`src/rtl/arm_pipeline_pkg.sv`:
```
// Shared types and constants for the ARM968E-S pipeline stages.
// Holds the fetch FSM encoding, the PC next-value select and fetch constants.
package arm_pipeline_pkg;

    typedef enum logic [1:0] {
        FETCH   = 2'b00,
        HOLD    = 2'b01,
        DISCARD = 2'b10
    } fetch_state_t;

    typedef enum logic [1:0] {
        PC_SEL_INC     = 2'b00,
        PC_SEL_BRANCH  = 2'b01,
        PC_SEL_PENDING = 2'b10
    } pc_sel_t;

    localparam logic [31:0] NOP_INSTR = 32'h0;
    localparam int unsigned PC_INC    = 4;

endpackage

```
`src/rtl/if_fetch_unit_pc_register.sv`:
```
// Program counter for the fetch stage: selects the next fetch address and
// loads it on request; asynchronous active-low reset to RESET_PC.
module pc_register
    import arm_pipeline_pkg::*;
#(
    parameter int                     ADDRESS_LEN = 32,
    parameter logic [ADDRESS_LEN-1:0] RESET_PC    = '0
) (
    input  logic                   clk,
    input  logic                   rst,
    input  logic                   load,
    input  pc_sel_t                sel,
    input  logic [ADDRESS_LEN-1:0] branch_addr,
    input  logic [ADDRESS_LEN-1:0] pending_addr,
    output logic [ADDRESS_LEN-1:0] pc,
    output logic [ADDRESS_LEN-1:0] pc_plus4
);

    logic [ADDRESS_LEN-1:0] pc_next;

    // Increment wraps modulo 2^ADDRESS_LEN.
    assign pc_plus4 = pc + ADDRESS_LEN'(PC_INC);

    always_comb begin
        pc_next = pc_plus4;
        case (sel)
            PC_SEL_BRANCH:  pc_next = branch_addr;
            PC_SEL_PENDING: pc_next = pending_addr;
            default:        pc_next = pc_plus4;
        endcase
    end

    always_ff @(posedge clk or negedge rst) begin
        if (!rst) begin
            pc <= RESET_PC;
        end else if (load) begin
            pc <= pc_next;
        end
    end

endmodule

```
`src/rtl/if_fetch_unit.sv`:
```
// Instruction-fetch stage: owns the PC, drives a request/ready instruction
// memory port and presents instructions or bubbles to the IF/ID register.
module if_fetch_unit
    import arm_pipeline_pkg::*;
#(
    parameter int                     ADDRESS_LEN = 32,
    parameter int                     DATA_LEN    = 32,
    parameter logic [ADDRESS_LEN-1:0] RESET_PC    = '0
) (
    input  logic                   clk,
    input  logic                   rst,
    input  logic                   freeze,
    input  logic                   branch_taken,
    input  logic [ADDRESS_LEN-1:0] branch_addr,
    output logic                   imem_req,
    output logic [ADDRESS_LEN-1:0] imem_addr,
    input  logic                   imem_ready,
    input  logic [DATA_LEN-1:0]    imem_rdata,
    output logic [ADDRESS_LEN-1:0] PC,
    output logic [DATA_LEN-1:0]    Instruction,
    output logic                   instr_valid
);

    fetch_state_t           state;
    fetch_state_t           next_state;
    pc_sel_t                pc_sel;
    logic                   pc_load;
    logic                   hold_load;
    logic                   pend_load;
    logic [ADDRESS_LEN-1:0] pc_reg;
    logic [ADDRESS_LEN-1:0] pc_plus4;
    logic [ADDRESS_LEN-1:0] branch_word;
    logic [ADDRESS_LEN-1:0] pending_target;
    logic [ADDRESS_LEN-1:0] hold_pc;
    logic [DATA_LEN-1:0]    hold_buf;

    assign branch_word = branch_addr & ~ADDRESS_LEN'(3);
    assign imem_addr   = pc_reg;

    pc_register #(
        .ADDRESS_LEN (ADDRESS_LEN),
        .RESET_PC    (RESET_PC)
    ) u_pc_register (
        .clk          (clk),
        .rst          (rst),
        .load         (pc_load),
        .sel          (pc_sel),
        .branch_addr  (branch_word),
        .pending_addr (pending_target),
        .pc           (pc_reg),
        .pc_plus4     (pc_plus4)
    );

    always_ff @(posedge clk or negedge rst) begin
        if (!rst) begin
            state <= FETCH;
        end else begin
            state <= next_state;
        end
    end

    // Data-only registers; their contents are never observed before being loaded.
    always_ff @(posedge clk) begin
        if (hold_load) begin
            hold_buf <= imem_rdata;
            hold_pc  <= pc_plus4;
        end
        if (pend_load) begin
            pending_target <= branch_word;
        end
    end

    always_comb begin
        next_state  = state;
        pc_load     = 1'b0;
        pc_sel      = PC_SEL_INC;
        hold_load   = 1'b0;
        pend_load   = 1'b0;
        imem_req    = 1'b0;
        instr_valid = 1'b0;
        PC          = '0;
        Instruction = DATA_LEN'(NOP_INSTR);

        // Outputs stay at the bubble value for as long as reset is asserted.
        if (rst) begin
            case (state)
                FETCH: begin
                    imem_req = 1'b1;
                    if (branch_taken) begin
                        if (imem_ready) begin
                            pc_load = 1'b1;
                            pc_sel  = PC_SEL_BRANCH;
                        end else begin
                            pend_load  = 1'b1;
                            next_state = DISCARD;
                        end
                    end else if (imem_ready) begin
                        pc_load = 1'b1;
                        pc_sel  = PC_SEL_INC;
                        if (freeze) begin
                            hold_load  = 1'b1;
                            next_state = HOLD;
                        end else begin
                            instr_valid = 1'b1;
                            PC          = pc_plus4;
                            Instruction = imem_rdata;
                        end
                    end
                end

                HOLD: begin
                    if (branch_taken) begin
                        pc_load    = 1'b1;
                        pc_sel     = PC_SEL_BRANCH;
                        next_state = FETCH;
                    end else begin
                        instr_valid = 1'b1;
                        PC          = hold_pc;
                        Instruction = hold_buf;
                        if (!freeze) begin
                            next_state = FETCH;
                        end
                    end
                end

                DISCARD: begin
                    imem_req = 1'b1;
                    if (branch_taken) begin
                        pend_load = 1'b1;
                    end
                    if (imem_ready) begin
                        pc_load    = 1'b1;
                        pc_sel     = branch_taken ? PC_SEL_BRANCH : PC_SEL_PENDING;
                        next_state = FETCH;
                    end
                end

                default: begin
                    next_state = FETCH;
                end
            endcase
        end
    end

endmodule

```
`config.mk`:
```
export PLATFORM = sky130hd
export DESIGN_NAME = if_fetch_unit
export DESIGN_NICKNAME = d
export VERILOG_FILES = /design/src/rtl/arm_pipeline_pkg.sv /design/src/rtl/if_fetch_unit_pc_register.sv /design/src/rtl/if_fetch_unit.sv
export SDC_FILE = /design/constraint.sdc
export NUM_CORES = 1
export LEC_CHECK = 0
export BUFFER_PORTS_ARGS = -buffer_cell sky130_fd_sc_hd__buf_2
export CAP_MARGIN = 10
export CELL_PAD_IN_SITES_DETAIL_PLACEMENT = 0
export CELL_PAD_IN_SITES_GLOBAL_PLACEMENT = 1
export CORE_MARGIN = 3
export CORE_UTILIZATION = 37
export CTS_CLUSTER_SIZE = 12
export DETAILED_ROUTE_END_ITERATION = 8
export GPL_ROUTABILITY_DRIVEN = 0
export PLACE_DENSITY_LB_ADDON = 0.12
export SLEW_MARGIN = 20
export SYNTH_ARGS = -nofsm -noshare
export SYNTH_HDL_FRONTEND = slang
export SYNTH_SLANG_ARGS = --single-unit
```
`constraint.sdc`:
```
create_clock -name clk -period 3.64 [get_ports clk]
set_input_delay 0.364 -clock clk [delete_from_list [all_inputs] [get_ports clk]]
set_output_delay 0.364 -clock clk [all_outputs]
set_load 0.02 [all_outputs]
```
==> flow_metrics.tcl, run 1 <==
set metrics [dict create \
    drive_gt1_frac 0.3070 \
    path_class "register to output port" \
    r2r_end "u_pc_register.pc[13]$_DFFE_PN0P_" \
    rsz0062_at_grt "false" \
    yosysSeqAreaShare 0.5649 \
    port_buffers 160 \
    max-cap-violations 0 \
    numCtsBuffers 17 \
    dieArea_um2 18650 \
    syn_avg_cell_area_um2 11.33 \
    r2r-start "state[0]$_DFFE_PN0P_" \
    area_delta_synth_final_pct 25.37 \
    nNetsFinal 769 \
    syn_area_um2 6309 \
    maxSlewHeadroom 0.2998 \
    final_common_cell "buf_2" \
    worstPathArrival_ns 2.93 \
    clk_pin_slew_ns 0.06 \
    design_area_um2 7909 \
    dpl-instance-area_um2 7284 \
    cts_resized 0 \
    multi_input_area_um2 2502 \
    antenna_found_initial 0 \
    ios 167 \
    max-vdd-ir-drop_uv 322.4 \
    fp.dieH_um 136.6 \
    final_core_util 0.4752 \
    clockBufferDepth 2 \
    grt_max_degree 50 \
    die_w_um 136.6 \
    wl_per_cell_um 18.25 \
    hold_path.class "input pin to register" \
    holdWs_ns 0.1418 \
    final_cell_mix "160 x buf_2, 92 x edfxtp_1, 69 x nor2_1, 45 x a22oi_1, 41 x nand2_1" \
    startpoint_type "register" \
    worstRegToRegCells 8 \
    cts_num_sinks 124 \
    start_util 0.3791 \
    grt_overflow 0 \
    track_usage 0.1808 \
    fill_cells 1591 \
    drtIter0Drc 294 \
    cts_hold_buf 1 \
    register_area_um2 3563 \
    totalNegativeSetupSlack_ns 0 \
    rows 47 \
    fin_skew_ns 0.006561 \
    holdPathEnd "pending_target[21]$_DFFE_PP_" \
    synth_top_flop_cell "edfxtp_1" \
    r2r_setup_slack_ns 0.96 \
    placeableCoreArea_um2 16640 \
    hold_depth 1 \
    drtPass1Iterations 5 \
    hold_viol_final 0 \
    clockRootBuffer "clkbuf_16" \
    ant_nets 0 \
    top_register "hold_buf" \
    cp.required_ns 3.28 \
    drv_slew 0 \
    largest_reg_flops 32 \
    final_cells 930 \
    vias 5009 \
    path_max_fanout 7 \
    min_from "branch_addr[21]" \
    dp_slack_ns 0.7611 \
    period_minus_slack_ns 3.290 \
    p_leak_nw 3.225 \
    first_global_vias 4690 \
    ys_types 51 \
    tightest_slew_ns 1.050 \
    cellPowerDensity_nw_per_um2 528.1 \
    insertion_delay_ns 0.41 \
    wl_um 16970 \
    diodes 0 \
    drc 0 \
    htreeDepth 4 \
    synthCells 557 \
    vias_per_cell 5.386 \
    finalPower_mw 4.177 \
    ys_seq_elements 124 \
    max_freq_mhz 303.9 \
    grt_pass1_wl_um 26120 \
    status "finished, final reports clean" \
    dp_hpwl_um 12140 \
    dp.cells 897 \
    async_reset_ff_frac 0.2581 \
    post_cts_buffers 0 \
    finalSetupViolCount 0 \
    crit_path_end_kind "output port" \
    period_share 0.9039 \
    cts_tree "built" \
    synth_edf_count 92 \
    ys_warn_count 0 \
    setup_ws_ns 0.3500 \
]
cell usage after synthesis (4+ instances only):
cell type   n  area share
clkbuf_1   43       0.026
o31ai_1     4      0.0048
inv_1      10      0.0060
nor3_1      7      0.0056
nor2_1     70       0.042
and3_1      7      0.0069
a21oi_1    17       0.013
xnor2_1    12       0.017
edfxtp_1   92        0.44
nand3_1     6      0.0048
dfrtp_1    32        0.13
buf_4       5      0.0060
a221oi_1   31       0.043
nand4_1    11       0.011
a32o_1     20       0.032
mux2i_1    14       0.022
o21ai_0    16       0.013
nand2_1    41       0.024
xor2_1     16       0.022
a22oi_1    45       0.054
and2_1      6      0.0060
worst max-delay path: stages, from the launching register on:
cell and delay (ns):
dfrtp_1 0.40, ha_1 0.30, nand4_2 0.18, or3_1 0.62
nor4_4 0.36, xor2_1 0.29, a32o_1 0.20, buf_2 0.16
layer usage:
| metal | global-route usage | wire length, um | up-vias |
|---|---|---|---|
| met5 | 0 | 0 | - |
| met4 | 0.06495 | 230 | 0 |
| met3 | 0.04596 | 1336 | 14 |
| met2 | 0.2530 | 7162 | 177 |
| met1 | 0.2699 | 8243 | 2400 |
| li1 | - | - | 2418 |
area by class of cell:
type / count / share of cell area
clock buffer: 22 / 0.05996
clock inverter: 10 / 0.01756
sequential: 124 / 0.4506
timing repair buffer: 173 / 0.1155
inverter: 11 / 0.005221
multi-input combinational: 370 / 0.3164
tap: 220 / 0.03480
how the worst max path moves through the flow:
stage,end,from,depth (start not counted),slack (ns)
final,PC[28],u_pc_register.pc[2]$_DFFE_PN0P_,7,0.35
after global routing,PC[12],rst,7,0.12
after CTS,PC[17],rst,6,0.31
after detailed placement,PC[28],u_pc_register.pc[2]$_DFFE_PN0P_,7,0.76
after global placement,PC[28],u_pc_register.pc[2]$_DFFE_PN0P_,7,0.77
after floorplan,hold_buf[0]$_DFFE_PP_,rst,3,0.84
logic make-up after synthesis:
group	after synthesis	synth area share
buffers and inverters	66	0.04403
flip-flops	124	0.5649
multiplexers	14	0.02221
XOR/XNOR	28	0.03887
other	1	0.0005944
AO/OA/AOI/OAI	151	0.1850
adder cells (fa/ha/maj)	3	0.005951
AND/OR/NAND/NOR	170	0.1384
report_power, final:
| part | switching (mW) | internal, mW | leakage, nW |
|---|---|---|---|
| Clock | 0.605 | 1.13 | 0.300 |
| Sequential | 0.128 | 1.64 | 1.27 |
| Combinational | 0.447 | 0.229 | 1.65 |
| Total | 1.18 | 3.00 | 3.23 |
Note: power is estimated with default switching activity, not from simulation.
==> run 2, diff against run 1 <==
Settings changed: CORE_MARGIN 3 to not set.
==> run 2 against run 1 <==
  * Power is 2.0% lower
  * Die area shrank 5.8%
  * Largest cell class unchanged
  * Wire length decreased by 1.1%
  * Largest power group unchanged
  * Critical path type unchanged
  * Maximum frequency shrank 0.95%
  * Highest routed layer unchanged
  * Count of clock-buffer cells in the layout increased by 2
==> flow_metrics.tcl, run 2 (synthesized netlist as in run 1, its figures left out) <==
set metrics [dict create \
    status "finished, final reports clean" \
    top_register "hold_buf" \
    cts_tree "built" \
    rsz0062_at_grt "false" \
    htreeDepth 4 \
    first_global_vias 4752 \
    final_core_util 0.4742 \
    port_buffers 160 \
    grt_max_degree 63 \
    clk_pin_slew_ns 0.05 \
    dieArea_um2 17580 \
    cp.required_ns 3.28 \
    crit_slowest_cell "or3_1" \
    track_usage 0.1929 \
    wl_um 16790 \
    crit_path_end_kind "output port" \
    setup_ws_ns 0.3184 \
    grt_pass1_wl_um 26460 \
    startpoint_type "register" \
    insertion_delay_ns 0.41 \
    numCtsBuffers 17 \
    ant_nets 0 \
    drtPass1Iterations 4 \
    hold_viol_final 0 \
    cellPowerDensity_nw_per_um2 518.9 \
    dp_hpwl_um 11810 \
    final_common_cell "buf_2" \
    max_freq_mhz 301.1 \
    max-cap-violations 0 \
    final_cell_mix "160 x buf_2, 92 x edfxtp_1, 69 x nor2_1, 45 x a22oi_1, 41 x nand2_1" \
    period_minus_slack_ns 3.322 \
    rows 47 \
    dp_slack_ns 0.7700 \
    vias_per_cell 5.350 \
    vias 4986 \
    cts_hold_buf 1 \
    placeableCoreArea_um2 16640 \
    cts_num_sinks 124 \
    ios 167 \
    p_leak_nw 3.221 \
    fp.dieH_um 132.6 \
    wl_per_cell_um 18.02 \
    post_cts_buffers 0 \
    drv_slew 0 \
    start_util 0.3791 \
    drtIter0Drc 265 \
    path_cells "ha_1, nand4_2, or3_1, nor4_4, xor2_1, a32o_1, buf_2" \
    fill_cells 1588 \
    slowest_delay_ns 0.61 \
    nNetsFinal 771 \
    period_share 0.9125 \
    worstPathArrival_ns 2.96 \
    grt_overflow 0 \
    area_delta_synth_final_pct 25.09 \
    finalSetupViolCount 0 \
    cts_resized 0 \
    clockBufferDepth 2 \
    path_class "register to output port" \
    path_max_fanout 7 \
    totalNegativeSetupSlack_ns 0 \
    diodes 0 \
    die_w_um 132.6 \
    hold_path.class "input pin to register" \
    antenna_found_initial 0 \
    cp_num_buf_inv 1 \
    maxSlewHeadroom 0.2808 \
    tightest_slew_ns 1.079 \
    drc 0 \
    largest_reg_flops 32 \
    fin_skew_ns 0.007941 \
    clockRootBuffer "clkbuf_16" \
    drive_gt1_frac 0.3020 \
    crit_family "simple AND/OR/NAND/NOR gates" \
    max-vdd-ir-drop_uv 331.4 \
]
run 2: cell types whose count changed in the layout (fill, tap and decap cells not counted):
cell	previous run	this run
and2_2	1	0
clkinv_1	1	4
clkinv_4	3	1
and2_1	5	6
clkbuf_8	3	4
clkinv_2	3	2
clkbuf_1	2	3
bufinv_16	3	2
clkinvlp_4	1	0
buf_4	11	13
run 2: routing by layer:
| layer | global-route usage | routed length (um) | share of wire | vias up |
|---|---|---|---|---|
| met5 | 0 | 0 | 0 | - |
| met4 | 0.07024 | 200 | 0.012 | 0 |
| met3 | 0.04828 | 1014 | 0.060 | 15 |
| met2 | 0.2687 | 6968 | 0.42 | 170 |
| met1 | 0.2868 | 8607 | 0.51 | 2382 |
| li1 | - | - | - | 2419 |
run 2: power breakdown:
group	switching [mW]	leakage, nW	internal (mW)	total [mW]
combinational	0.445	1.66	0.231	0.676
clock	0.582	0.287	1.07	1.65
sequential	0.127	1.27	1.64	1.77
total	1.15	3.22	2.94	4.09
run 2: final timing paths:
path | startpoint | endpoint | slack (ns) | cells past startpoint
max reg2reg | state[0]$_DFFE_PN0P_ | u_pc_register.pc[13]$_DFFE_PN0P_ | 1.08 | 6
max in group asynchronous | rst | u_pc_register.pc[29]$_DFFE_PN0P_ | 2.62 | 3
min reg2reg | u_pc_register.pc[3]$_DFFE_PN0P_ | u_pc_register.pc[3]$_DFFE_PN0P_ | 0.52 | 2
min in group asynchronous | rst | u_pc_register.pc[10]$_DFFE_PN0P_ | 0.33 | 2
max | u_pc_register.pc[2]$_DFFE_PN0P_ | PC[28] | 0.32 | 7
min | imem_rdata[14] | hold_buf[14]$_DFFE_PP_ | 0.14 | 1
run 2: cell type report:
| cell class | instances | area [um^2] | area share |
|---|---|---|---|
| multi-input combinational | 370 | 2501 | 0.3169 |
| inverter | 11 | 41.29 | 0.005232 |
| sequential | 124 | 3563 | 0.4516 |
| clock inverter | 8 | 90.09 | 0.01142 |
| timing repair buffer | 175 | 928.4 | 0.1176 |
| tap | 220 | 275.3 | 0.03488 |
| clock buffer | 24 | 491.7 | 0.06231 |
run 2: through the flow:
step	total power [mW]	hold WS [ns]	instance area [um^2]	cells
finish	4.095	0.1447	7891	932
global route	4.283	0.1230	7891	932
CTS	4.137	0.1231	7891	932
detailed placement	2.462	0.2221	7300	899
global placement	2.445	0.2233	7300	899
floorplan	2.198	0.06841	6322	560
